--- src/rtl/core_pkg.sv ---
// core_pkg: shared types for the bus fabric -- target bus widths, fabric
// state encoding and the read-data steering helper.
package core_pkg;

   // Per-target data path width; encodings are fixed so TW can be given as raw bits.
   typedef enum logic [1:0] {
      BW8  = 2'd0,
      BW16 = 2'd1,
      BW32 = 2'd2
   } bus_width_t;

   // Fabric access sequencer states.
   typedef enum logic [1:0] {
      IDLE   = 2'd0,
      ACTIVE = 2'd1,
      DONE   = 2'd2,
      TERR   = 2'd3
   } fabric_state_t;

   // Read data returned to the CPU on an aborted or unmapped access.
   localparam logic [31:0] ERR_DATA = 32'hFFFF_FFFF;

   // Zero-extend the meaningful low lanes of a target's read word.
   function automatic logic [31:0] steer_rdata(input bus_width_t width,
                                               input logic [31:0] data);
      logic [31:0] result;
      case (width)
         BW8:     result = {24'h0, data[7:0]};
         BW16:    result = {16'h0, data[15:0]};
         default: result = data;
      endcase
      return result;
   endfunction

endpackage

--- src/rtl/bus_watchdog.sv ---
// bus_watchdog: counts CE cycles while enabled and flags when TIMEOUT cycles
// have been spent. Only instantiated when BUS_FABRIC_TIMEOUT_EN is defined.
module bus_watchdog #(
   parameter int TIMEOUT = 1023
) (
   input  logic CLK,
   input  logic RES,
   input  logic CE,
   input  logic CLR,
   input  logic EN,
   output logic EXPIRED
);
   localparam int            CW   = $clog2(TIMEOUT + 1);
   // EXPIRED is raised during the TIMEOUT-th enabled cycle, so the owner can
   // act on the same CE edge that completes the count.
   localparam logic [CW-1:0] LAST = CW'(TIMEOUT - 1);

   logic [CW-1:0] cnt_q;
   logic [CW-1:0] cnt_d;

   assign EXPIRED = (cnt_q == LAST);

   // Next count: clear on request, otherwise advance until the limit is reached.
   always_comb begin
      cnt_d = cnt_q;
      if (CE) begin
         if (CLR) begin
            cnt_d = '0;
         end else if (EN && !EXPIRED) begin
            cnt_d = cnt_q + CW'(1);
         end
      end
   end

   // Counter register.
   always_ff @(posedge CLK or posedge RES) begin
      if (RES) begin
         cnt_q <= '0;
      end else begin
         cnt_q <= cnt_d;
      end
   end

endmodule

--- src/rtl/bus_fabric.sv ---
// bus_fabric: steers single CPU accesses to one of NT decoded targets,
// returns width-steered read data and signals completion or bus error.
// Define BUS_FABRIC_TIMEOUT_EN to abort accesses stalled in ACTIVE for
// TIMEOUT CE cycles; without it ACTIVE waits for the target indefinitely.
module bus_fabric
   import core_pkg::*;
#(
   parameter int                  NT      = 6,
   parameter bus_width_t [NT-1:0] TW      = {NT{BW16}},
   parameter int                  TIMEOUT = 1023
) (
   input  logic             CLK,
   input  logic             RES,
   input  logic             CE,
   input  logic [31:0]      A,
   input  logic [31:0]      D_O,
   output logic [31:0]      D_I,
   input  logic             RW,
   input  logic             BCYSTn,
   output logic             READYn,
   output logic             SZRQn,
   input  logic [NT-1:0]    T_SELn,
   output logic [NT-1:0]    T_CEn,
   output logic [NT-1:0]    T_WEn,
   input  logic [NT*32-1:0] T_DO,
   input  logic [NT-1:0]    T_READYn,
   output logic             BERR,
   output logic [31:0]      ERR_ADDR
);
   localparam int IW = (NT > 1) ? $clog2(NT) : 1;

   fabric_state_t state_q, state_d;
   logic [31:0]   addr_q, addr_d;
   logic          rw_q, rw_d;
   logic [IW-1:0] idx_q, idx_d;
   logic [NT-1:0] t_cen_q, t_cen_d;
   logic          readyn_q, readyn_d;
   logic          szrqn_q, szrqn_d;
   logic          berr_q, berr_d;
   logic [31:0]   d_i_q, d_i_d;
   logic [31:0]   err_addr_q, err_addr_d;

   logic          sel_found;
   logic [IW-1:0] sel_idx;
   bus_width_t    sel_width;
   logic          cur_readyn;
   logic [31:0]   cur_rdata;
   bus_width_t    cur_width;
   logic          wd_expired;

   // Write data reaches the targets on a shared path outside this block.
   logic unused_wdata;
   assign unused_wdata = ^D_O;

   // Decode the lowest asserted select and mux the latched target's ready, data and width.
   always_comb begin
      // NOTE: every combinational output gets a default first so no path leaves it unassigned (no latch).
      sel_found  = 1'b0;
      sel_idx    = '0;
      sel_width  = BW8;
      cur_readyn = 1'b1;
      cur_rdata  = '0;
      cur_width  = BW8;
      // Scan downwards so the lowest-numbered asserted select is written last and wins.
      for (int i = NT - 1; i >= 0; i--) begin
         if (!T_SELn[i]) begin
            sel_found = 1'b1;
            sel_idx   = IW'(i);
            sel_width = TW[i];
         end
      end
      for (int i = 0; i < NT; i++) begin
         if (idx_q == IW'(i)) begin
            cur_readyn = T_READYn[i];
            cur_rdata  = T_DO[i*32 +: 32];
            cur_width  = TW[i];
         end
      end
   end

`ifdef BUS_FABRIC_TIMEOUT_EN
   logic wd_clr;
   logic wd_en;

   // The count restarts on the latch edge that moves IDLE to ACTIVE.
   assign wd_clr = (state_q == IDLE) && !BCYSTn && sel_found;
   assign wd_en  = (state_q == ACTIVE);

   bus_watchdog #(
      .TIMEOUT (TIMEOUT)
   ) u_watchdog (
      .CLK     (CLK),
      .RES     (RES),
      .CE      (CE),
      .CLR     (wd_clr),
      .EN      (wd_en),
      .EXPIRED (wd_expired)
   );
`else
   assign wd_expired = 1'b0;
`endif

   // Sequencer next state and next values of all registered outputs; CE=0 holds everything.
   always_comb begin
      state_d    = state_q;
      addr_d     = addr_q;
      rw_d       = rw_q;
      idx_d      = idx_q;
      t_cen_d    = t_cen_q;
      readyn_d   = readyn_q;
      szrqn_d    = szrqn_q;
      berr_d     = berr_q;
      d_i_d      = d_i_q;
      err_addr_d = err_addr_q;
      if (CE) begin
         case (state_q)
            IDLE: begin
               if (!BCYSTn) begin
                  addr_d = A;
                  rw_d   = RW;
                  if (sel_found) begin
                     idx_d   = sel_idx;
                     t_cen_d = ~(NT'(1) << sel_idx);
                     szrqn_d = (sel_width == BW32);
                     state_d = ACTIVE;
                  end else begin
                     readyn_d   = 1'b0;
                     berr_d     = 1'b1;
                     d_i_d      = ERR_DATA;
                     err_addr_d = A;
                     state_d    = TERR;
                  end
               end
            end
            ACTIVE: begin
               // Ready is tested first so it wins over a timeout in the same cycle.
               if (!cur_readyn) begin
                  d_i_d    = steer_rdata(cur_width, cur_rdata);
                  t_cen_d  = '1;
                  readyn_d = 1'b0;
                  state_d  = DONE;
               end else if (wd_expired) begin
                  t_cen_d    = '1;
                  szrqn_d    = 1'b1;
                  readyn_d   = 1'b0;
                  berr_d     = 1'b1;
                  d_i_d      = ERR_DATA;
                  err_addr_d = addr_q;
                  state_d    = TERR;
               end
            end
            DONE: begin
               readyn_d = 1'b1;
               szrqn_d  = 1'b1;
               state_d  = IDLE;
            end
            TERR: begin
               readyn_d = 1'b1;
               berr_d   = 1'b0;
               state_d  = IDLE;
            end
            default: begin
               state_d = IDLE;
            end
         endcase
      end
   end

   // State and output registers; reset abandons any access without a READYn or BERR pulse.
   always_ff @(posedge CLK or posedge RES) begin
      if (RES) begin
         state_q    <= IDLE;
         addr_q     <= '0;
         rw_q       <= 1'b1;
         idx_q      <= '0;
         t_cen_q    <= '1;
         readyn_q   <= 1'b1;
         szrqn_q    <= 1'b1;
         berr_q     <= 1'b0;
         d_i_q      <= '0;
         err_addr_q <= '0;
      end else begin
         // NOTE: non-blocking assignments so every register samples the pre-edge values.
         state_q    <= state_d;
         addr_q     <= addr_d;
         rw_q       <= rw_d;
         idx_q      <= idx_d;
         t_cen_q    <= t_cen_d;
         readyn_q   <= readyn_d;
         szrqn_q    <= szrqn_d;
         berr_q     <= berr_d;
         d_i_q      <= d_i_d;
         err_addr_q <= err_addr_d;
      end
   end

   assign T_CEn    = t_cen_q;
   // A read keeps the write enable high; a write follows the chip enable.
   assign T_WEn    = t_cen_q | {NT{rw_q}};
   assign READYn   = readyn_q;
   assign SZRQn    = szrqn_q;
   assign BERR     = berr_q;
   assign D_I      = d_i_q;
   assign ERR_ADDR = err_addr_q;

endmodule
--- config.mk ---
export PLATFORM = sky130hd
export DESIGN_NAME = bus_fabric
export DESIGN_NICKNAME = d
export VERILOG_FILES = /design/src/rtl/core_pkg.sv /design/src/rtl/bus_watchdog.sv /design/src/rtl/bus_fabric.sv
export SDC_FILE = /design/constraint.sdc
export NUM_CORES = 1
export LEC_CHECK = 0
export ABC_AREA = 1
export CAP_MARGIN = 20
export CORE_AREA = 2 2 137 139
export CTS_BUF_LIST = sky130_fd_sc_hd__clkbuf_4 sky130_fd_sc_hd__clkbuf_8 sky130_fd_sc_hd__clkbuf_16
export CTS_CLUSTER_SIZE = 25
export DETAILED_ROUTE_END_ITERATION = 6
export DIE_AREA = 0 0 139 141
export PLACE_DENSITY = 0.57
export SYNTH_ARGS = -nofsm -noshare
export SYNTH_HDL_FRONTEND = slang
export SYNTH_SLANG_ARGS = --single-unit
--- constraint.sdc ---
create_clock -name CLK -period 3 [get_ports CLK]
set_clock_uncertainty 0.15 [all_clocks]
set_input_delay 0.45 -clock CLK [delete_from_list [all_inputs] [get_ports CLK]]
set_output_delay 0.45 -clock CLK [all_outputs]
set_load 0.05 [all_outputs]
* Word level (Yosys, flattened, before mapping)
Index checks and enable logic that the tools add are counted.
** Cells by class
- Equal/unequal tests :: 14
- Bitwise logic cells :: 4
- Mux-type cells :: 59
- Reductions and logical operators :: 16
- Shift operators :: 1
** Operators with widths (count)
- two-way mux 32 bit :: 9
- one-hot mux 32 bit (2 select lines) :: 2
- two-way mux 1 bit :: 23
- two-way mux 2 bit :: 11
- AND reduction 4 bit :: 5
- two-way mux 3 bit :: 6
- two-way mux 6 bit :: 3
- one-hot mux 6 bit (2 select lines) :: 1
- AND reduction 5 bit :: 2
- != test 2 bit, second input constant :: 4
- equality test 2 bit, second input constant :: 3
- equality test 3 x 2 -> 1 bit, second input constant :: 2
- equality test 3 bit, second input constant :: 2
- NOT 6 bit :: 1
- OR 6 bit :: 1
- one-hot mux 2 bit (3 select lines) :: 1
- AND reduction 3 bit :: 2
- nonzero test 2 bit :: 3
- << shifter 1 x 3 -> 6 bit, first input constant :: 1
- equality test 2 x 1 -> 1 bit, second input constant :: 2
- logical NOT 2 bit :: 2
- one-hot mux 1 bit (2 select lines) :: 2
- equality test 3 x 1 -> 1 bit, second input constant :: 1
- logical NOT 3 bit :: 1
- other kinds (3) :: 4
** Word-level totals
- Output and inout port bits :: 79
- Bits of input ports :: 273
- Register bits :: 79
- Logic and storage cells :: 103

* Logic depth before layout (Yosys ltp)
Gate-level depths: netlist (run 1).
- Word-level depth :: 11
- Depth in mapped cells :: 13

* Worst setup path after synthesis (run 1)
No wires, ideal clock.
- Path kind :: register to register
- Start point :: register idx_q[2]
- End point :: register d_i_q[0] (netlist: D_I[0])
- Library setup time :: 118 ps
- Stages on the path, launching flop included :: 13
- Arrival :: 1528 ps
- Path slack :: 1204 ps
- Period minus slack after synthesis :: 1796 ps
- Cells stage by stage :: dfrtp_1 -> buf_4 -> nor2_2 -> inv_2 -> nor2_4 -> nand2_1 -> nand2_1 -> nand4_2 -> nand2_2 -> nor2_4 -> buf_4 -> nand2_1 -> nand2_1
** Between the ends
- Word-level cells in the longest chain between the ends :: 10
- Elaborated cells between the ends (all ways) :: 23
- Those cells by class :: 6 x eq/ne; 15 x mux; 2 x reduce/logical
** Ends and longest elaborated chain
- start, declared :: line bus_fabric.sv:35 : logic [IW-1:0] idx_q, idx_d;
- start signal, assigned :: line bus_fabric.sv:187 : idx_q <= idx_d;
- logical NOT 3 bit :: line bus_fabric.sv:73 : if (idx_q == IW'(i)) begin
- two-way mux 32 bit (6 in series) :: line bus_fabric.sv:73
- one-hot mux 32 bit (2 select lines) :: line core_pkg.sv:27 : case (width)
- two-way mux 32 bit :: line bus_fabric.sv:137 : if (!cur_readyn) begin
- one-hot mux 32 bit (2 select lines) :: line bus_fabric.sv:116 : case (state_q)
- end signal, assigned :: line bus_fabric.sv:192 : d_i_q <= d_i_d;
- end, declared :: line bus_fabric.sv:40 : logic [31:0] d_i_q, d_i_d;
Several ways; a longest one is shown, not always the timed one. The select of a mux whose other input is x is not followed.
A chain may end at the register's enable or synchronous reset.

* Worst setup path in the final report (run 1)
- Start point :: register rw_q
- End point :: output port T_WEn[4]
** Between the ends
- Word-level cells in the longest chain between the ends :: 1
** Ends and longest elaborated chain
- start, declared :: line bus_fabric.sv:34 : logic rw_q, rw_d;
- start signal, assigned :: line bus_fabric.sv:186 : rw_q <= rw_d;
- OR 6 bit :: line bus_fabric.sv:199 : assign T_WEn = t_cen_q | {NT{rw_q}};
- end, declared :: line bus_fabric.sv:24 : output logic [NT-1:0] T_WEn,
No other way between the ends.

==> results.yml, run 1 <==
worst_setup_path:
  critical_path_required_ns: 2.40
  crit_type: "register to primary output"
  critPathTopFamily: "buffers and inverters"
  critPathLaunchType: "register"
  endpoint_kind: "primary output"
  combined_buffer_and_inverter_count_along_the_critical_path: 1
  critical-path-max-stage-delay_ns: 0.82
  timing.critical_path.fanout_max: 7
  worst_ep_arrival_time_ns: 1.87
  cp_max_stage_cell: "sky130_fd_sc_hd__clkdlybuf4s50_1"
  path_cells: "or2_2 -> clkdlybuf4s50_1"
pwr:
  net-switching-power_w: 0.00258
  worst_ir_drop_vdd_mv: 0.629
  power_w: 0.00536
  share_clk_of_total_power: 0.177
  total_leakage_power_nw: 2.89
  internal_power_w: 0.00278
  power_frac_comb: 0.568
  power.share.switching: 0.481
  power.sequential.fraction: 0.255
  powerDensity_mw_per_mm2: 847
clock_network:
  clock-sinks: 64
  tritoncts: "built"
  clock_latency_ns: 0.33
  numCtsBuffers: 9
  cts_resized: 0
  cts.hold.buffers_added: 0
  h-tree-depth: 3
  post-cts-setup-buffers: 0
  ctsLongestPathBuffers: 2
  worst_setup_hold_path_clk_slew_ns: 0.06
  clock-root-buffer: "sky130_fd_sc_hd__clkbuf_16"
yosys:
  ys_ff_latch: 64
  postSynth.asyncResetShare: 1.00
  post_synth.cell_area_avg_um2: 7.70
  synth_flop_cell: "sky130_fd_sc_hd__dfrtp_1"
  synth.top_cells.by_area: "sky130_fd_sc_hd__dfrtp_1, sky130_fd_sc_hd__nand2_1, sky130_fd_sc_hd__mux2_2"
  netlist_instances: 477
  synth.cells.most_frequent: "sky130_fd_sc_hd__nand2_1, sky130_fd_sc_hd__dfrtp_1, sky130_fd_sc_hd__inv_1"
  synth-edff-count: 0
  synth_area_leader_cell: "sky130_fd_sc_hd__dfrtp_1"
  synth_cell_type_count: 27
  yosys.area.top_type_share: 0.375
  postSynthNetCount: 750
  synthesis.area_mm2: 0.00367
  post-synth-top-count-cell: "sky130_fd_sc_hd__nand2_1"
  yosysSeqAreaShare: 0.439
  ys_warn_count: 0
global_routing:
  grt.total_usage: 0.132
  first_global_vias: 3659
  pin_count_of_the_biggest_net_entering_global_routing: 46
  antenna_violations_before_repair: 1
  globalRoute.totalOverflow: 0
  grt_pass1_wl_mm: 20.3
timing:
  timing.final.hold_violations: 0
  finalCriticalPeriod_ns: 2.47
  rsz0062_at_grt: "no"
  setup_ws_ns: 0.527
  finalSetupTns_ns: 0
  actual_transition_at_the_worst_max_transition_pin_ns: 0.647
  timing.max_slew.rel_slack: 0.566
  finalSetupViolations: 0
  fin_crit_sh: 0.824
  max_freq_ghz: 0.404
  final-max-slew-violation-count: 0
route:
  vias: 3740
  postRouteWirelength_mm: 13.1
  final_antenna_net_count: 0
  routed_wire_length_per_instance_um: 14.2
  detail_route.first_pass.iterations: 4
  drt-vias-per-instance: 4.04
  route.detailed.drc: 0
  first_iter_violations: 137
placement:
  preCtsSetupSlack_ns: 0.418
  placed_cells: 910
  count_of_input_and_output_buffers: 223
  routabilityCongestion: 0.790
  dp_hpwl_mm: 10.4
  place_area_mm2: 0.00606
layout:
  final_cell_count_no_fill: 926
  design.final.nets: 960
  layout_overhead_on_the_synthesized_area_pct: 72.5
  layout-drive-gt1-share: 0.127
  insertedDiodeCount: 0
  number_of_fill_cells_in_the_layout: 1968
  postLayoutCellArea_mm2: 0.00633
die:
  floorplan.die.width_um: 139
  top_level_ports: 352
  floorplan.initialDensity: 0.201
  number_of_placement_rows: 50
  design.core.area_mm2: 0.0183
  dieHeight_um: 141
  die-area_mm2: 0.0196
min_path:
  holdCritPathClass: "input port to asynchronous set/reset pin"
flow_run:
  number_of_maximum_capacitance_constraint_violations: 0
outcome:
  outcome: "completed"
-- metal layers --
layer  wire (µm)  global-route usage  vias to the layer above
met5          10                   0                        -
met4         111              0.0287                        2
met3         839              0.0384                        9
li1            -                   -                     1912
met1        6360               0.183                     1684
met2        5780               0.206                      133
-- placed cells by master, fill, tap and decap left out, drive strengths merged, types with 10 or more instances in the layout --
master | synthesis | routed
dfrtp | 55 | 55
mux2 | 33 | 33
clkbuf | 4 | 10
inv | 39 | 39
nand4 | 10 | 10
or2 | 13 | 13
clkdlybuf4s50 | 0 | 223
nor2 | 17 | 17
nand2 | 215 | 215
nand3 | 19 | 19
o21ai | 20 | 20
-- cells by family (layout without fill, tap and decap cells) --
logic type / Yosys count / count (layout) / share of synthesized area
flops: 64 / 64 / 0.439
compound gates: 31 / 31 / 0.0443
mux: 33 / 33 / 0.101
buf+inv: 70 / 285 / 0.0937
simple gates: 279 / 279 / 0.321
-- worst paths after layout --
path                          start      endpoint  slack [ns]  cells after the start
hold / removal                  RES  ERR_ADDR[23]        0.31                      2
min in group CLK             D_I[6]        D_I[6]        0.33                      2
max in group asynchronous       RES      T_CEn[3]        1.73                      3
setup reg to reg           idx_q[2]      T_CEn[3]        0.76                      9
hold reg to reg              D_I[6]        D_I[6]        0.33                      2
setup / recovery               rw_q      T_WEn[4]        0.53                      2
-- power groups by stage --
stage	Combinational, W	Clock, W	Sequential, W
after detailed placement	0.00309	0	0.00138
after global routing	0.00331	0.00102	0.00141
after global placement	0.00308	0	0.00137
final	0.00305	0.000950	0.00137
after floorplan	0.00129	0	0.00207
after CTS	0.00310	0.000986	0.00137
-- registers in the layout (all words and copies together) (netlist names) --
register	flops
D_I	17
idx_q	3
ERR_ADDR	32
READYn	1
T_CEn	6
rw_q	1
SZRQn	1
state_q	2
BERR	1
-- through the flow --
step | utilization | hold slack, ns
final | 0.347 | 0.310
after global placement | 0.332 | 0.315
after global routing | 0.347 | 0.342
after floorplan | - | 0.335
after detailed placement | 0.332 | 0.317
after CTS | 0.347 | 0.321
-- worst reg2reg max path: stages, from the launching register on --
cell	delay, ns
sky130_fd_sc_hd__dfrtp_1	0.53
sky130_fd_sc_hd__nor2_2	0.25
sky130_fd_sc_hd__inv_2	0.08
sky130_fd_sc_hd__nor2_4	0.25
sky130_fd_sc_hd__nand2_1	0.08
sky130_fd_sc_hd__nand2_1	0.10
sky130_fd_sc_hd__nand4_2	0.17
sky130_fd_sc_hd__nand3_1	0.37
sky130_fd_sc_hd__nand2_1	0.10
sky130_fd_sc_hd__o21ai_1	0.09
-- final cells by class --
| class | instances | area (µm²) | share of cell area |
|---|---|---|---|
| Timing Repair Buffer | 228 | 2280 | 0.360 |
| Multi-Input combinational cell | 343 | 1710 | 0.271 |
| Sequential cell | 64 | 1610 | 0.255 |
| Tap cell | 234 | 293 | 0.0462 |
| Clock buffer | 10 | 239 | 0.0377 |
| Inverter | 41 | 156 | 0.0247 |
| Clock inverter | 6 | 35.0 | 0.00553 |
(Power assumes the default switching activity.)
==> run 2, diff against run 1 <==
==> constraint.sdc (replaced) <==
create_clock -name CLK -period 2.6 [get_ports CLK]
set_clock_uncertainty 0.15 [all_clocks]
set_input_delay 0.39 -clock CLK [delete_from_list [all_inputs] [get_ports CLK]]
set_output_delay 0.39 -clock CLK [all_outputs]
set_load 0.05 [all_outputs]
==> results.yml, run 2 (synthesis results as in run 1) <==
worst_setup_path:
  critical-path-max-stage-delay_ns: 0.82
  timing.critical_path.fanout_max: 7
  endpoint_kind: "primary output"
  r2r.worst_path.cells: 6
  critPathLaunchType: "register"
  worst_ep_arrival_time_ns: 1.88
  critPathTopFamily: "buffers and inverters"
  worst-path-stages: 2
  path_cells: "or2_2 -> clkdlybuf4s50_1"
  cp_max_stage_cell: "sky130_fd_sc_hd__clkdlybuf4s50_1"
  combined_buffer_and_inverter_count_along_the_critical_path: 1
  crit_type: "register to primary output"
  critical_path_required_ns: 2.06
clock_network:
  ctsLongestPathBuffers: 2
  cts.hold.buffers_added: 0
  cts_resized: 0
  numCtsBuffers: 9
  post-cts-setup-buffers: 0
  clock-sinks: 64
  tritoncts: "built"
  clock_latency_ns: 0.32
  clock-root-buffer: "sky130_fd_sc_hd__clkbuf_16"
  h-tree-depth: 3
  worst_setup_hold_path_clk_slew_ns: 0.05
die:
  dieHeight_um: 141
  die-area_mm2: 0.0196
  floorplan.initialDensity: 0.201
  floorplan.die.width_um: 139
  design.core.area_mm2: 0.0183
  number_of_placement_rows: 50
  top_level_ports: 352
timing:
  timing.final.hold_violations: 0
  fin_crit_sh: 0.929
  actual_transition_at_the_worst_max_transition_pin_ns: 0.648
  timing.max_slew.rel_slack: 0.568
  rsz0062_at_grt: "no"
  max_freq_ghz: 0.414
  finalCriticalPeriod_ns: 2.42
  finalSetupViolations: 0
  finalSetupTns_ns: 0
  final-max-slew-violation-count: 0
layout:
  number_of_fill_cells_in_the_layout: 1931
  design.final.nets: 969
  final_cell_count_no_fill: 935
  layout_common_cells: "sky130_fd_sc_hd__clkdlybuf4s50_1, sky130_fd_sc_hd__nand2_1, sky130_fd_sc_hd__dfrtp_1, sky130_fd_sc_hd__inv_1, sky130_fd_sc_hd__mux2_2"
  layout_overhead_on_the_synthesized_area_pct: 75.6
  layout_commonest_cell: "sky130_fd_sc_hd__clkdlybuf4s50_1"
  largest_register_ff_count: 32
  layout-drive-gt1-share: 0.138
  insertedDiodeCount: 0
route:
  vias: 3778
  postRouteWirelength_mm: 13.2
  drt-vias-per-instance: 4.04
  first_iter_violations: 120
  routed-wl-met2_mm: 5.91
  route.detailed.drc: 0
  wire_length_on_met1_mm: 6.32
  final_antenna_net_count: 0
  highest_layer: "met5"
  met3_length_um: 885
  routed_wire_length_per_instance_um: 14.1
  detail_route.first_pass.iterations: 4
placement:
  dp_hpwl_mm: 10.6
  routabilityCongestion: 0.779
  count_of_input_and_output_buffers: 223
  placed_cells: 919
pwr:
  powerDensity_mw_per_mm2: 991
  total_leakage_power_nw: 2.97
  power_w: 0.00639
  worst_ir_drop_vdd_mv: 0.783
global_routing:
  pin_count_of_the_biggest_net_entering_global_routing: 35
  globalRoute.totalOverflow: 0
  grt_pass1_wl_mm: 20.9
  antenna_violations_before_repair: 1
  grt.total_usage: 0.136
  first_global_vias: 3807
flow_run:
  number_of_maximum_capacitance_constraint_violations: 0
min_path:
  holdCritPathClass: "input port to asynchronous set/reset pin"
outcome:
  outcome: "completed"
==> run 2: cell count changes in the layout (fill, tap and decap cells not counted), sizes merged <==
| cell | previous run | this run |
|---|---|---|
| bufinv | 0 | 1 |
| clkinv | 6 | 4 |
| buf | 5 | 14 |
| clkbuf | 10 | 13 |
| clkinvlp | 2 | 0 |
==> run 2: power breakdown <==
group	switching [W]	total, W	internal, W
registers	0.000231	0.00157	0.00134
logic	0.00232	0.00359	0.00127
clock network	0.000413	0.00122	0.000812
==> run 2: worst paths after layout <==
path	to	slack, ns	from
max in group asynchronous	ERR_ADDR[23]	1.36	RES
hold / removal	ERR_ADDR[15]	0.26	RES
setup reg to reg	T_CEn[4]	0.48	idx_q[0]
min in group CLK	D_I[2]	0.32	D_I[2]
hold reg to reg	D_I[2]	0.32	D_I[2]
setup / recovery	T_WEn[4]	0.18	rw_q
==> run 2: final cells by class <==
type	instances	area [µm²]	area share
Timing Repair Buffer	237	2360	0.366
Inverter	41	156	0.0243
Clock buffer	13	268	0.0415
Sequential cell	64	1610	0.250
Tap cell	234	293	0.0454
Clock inverter	3	40.0	0.00621
Multi-Input combinational cell	343	1710	0.266
==> run 2: per-layer routing <==
layer,GRT usage,up-vias
li1,-,1925
met3,0.0397,9
met5,0,-
met2,0.213,145
met4,0.0255,2
met1,0.187,1697
==> run 2: per-stage QoR <==
step                utilization  hold WS [ns]  setup WS [ns]  instance area (µm²)
floorplan                     -         0.335          0.477                 3670
global route              0.353         0.304          0.106                 6450
detailed placement        0.336         0.314          0.210                 6140
CTS                       0.353         0.270          0.152                 6450
finish                    0.353         0.264          0.184                 6450
global placement          0.336         0.313          0.226                 6140
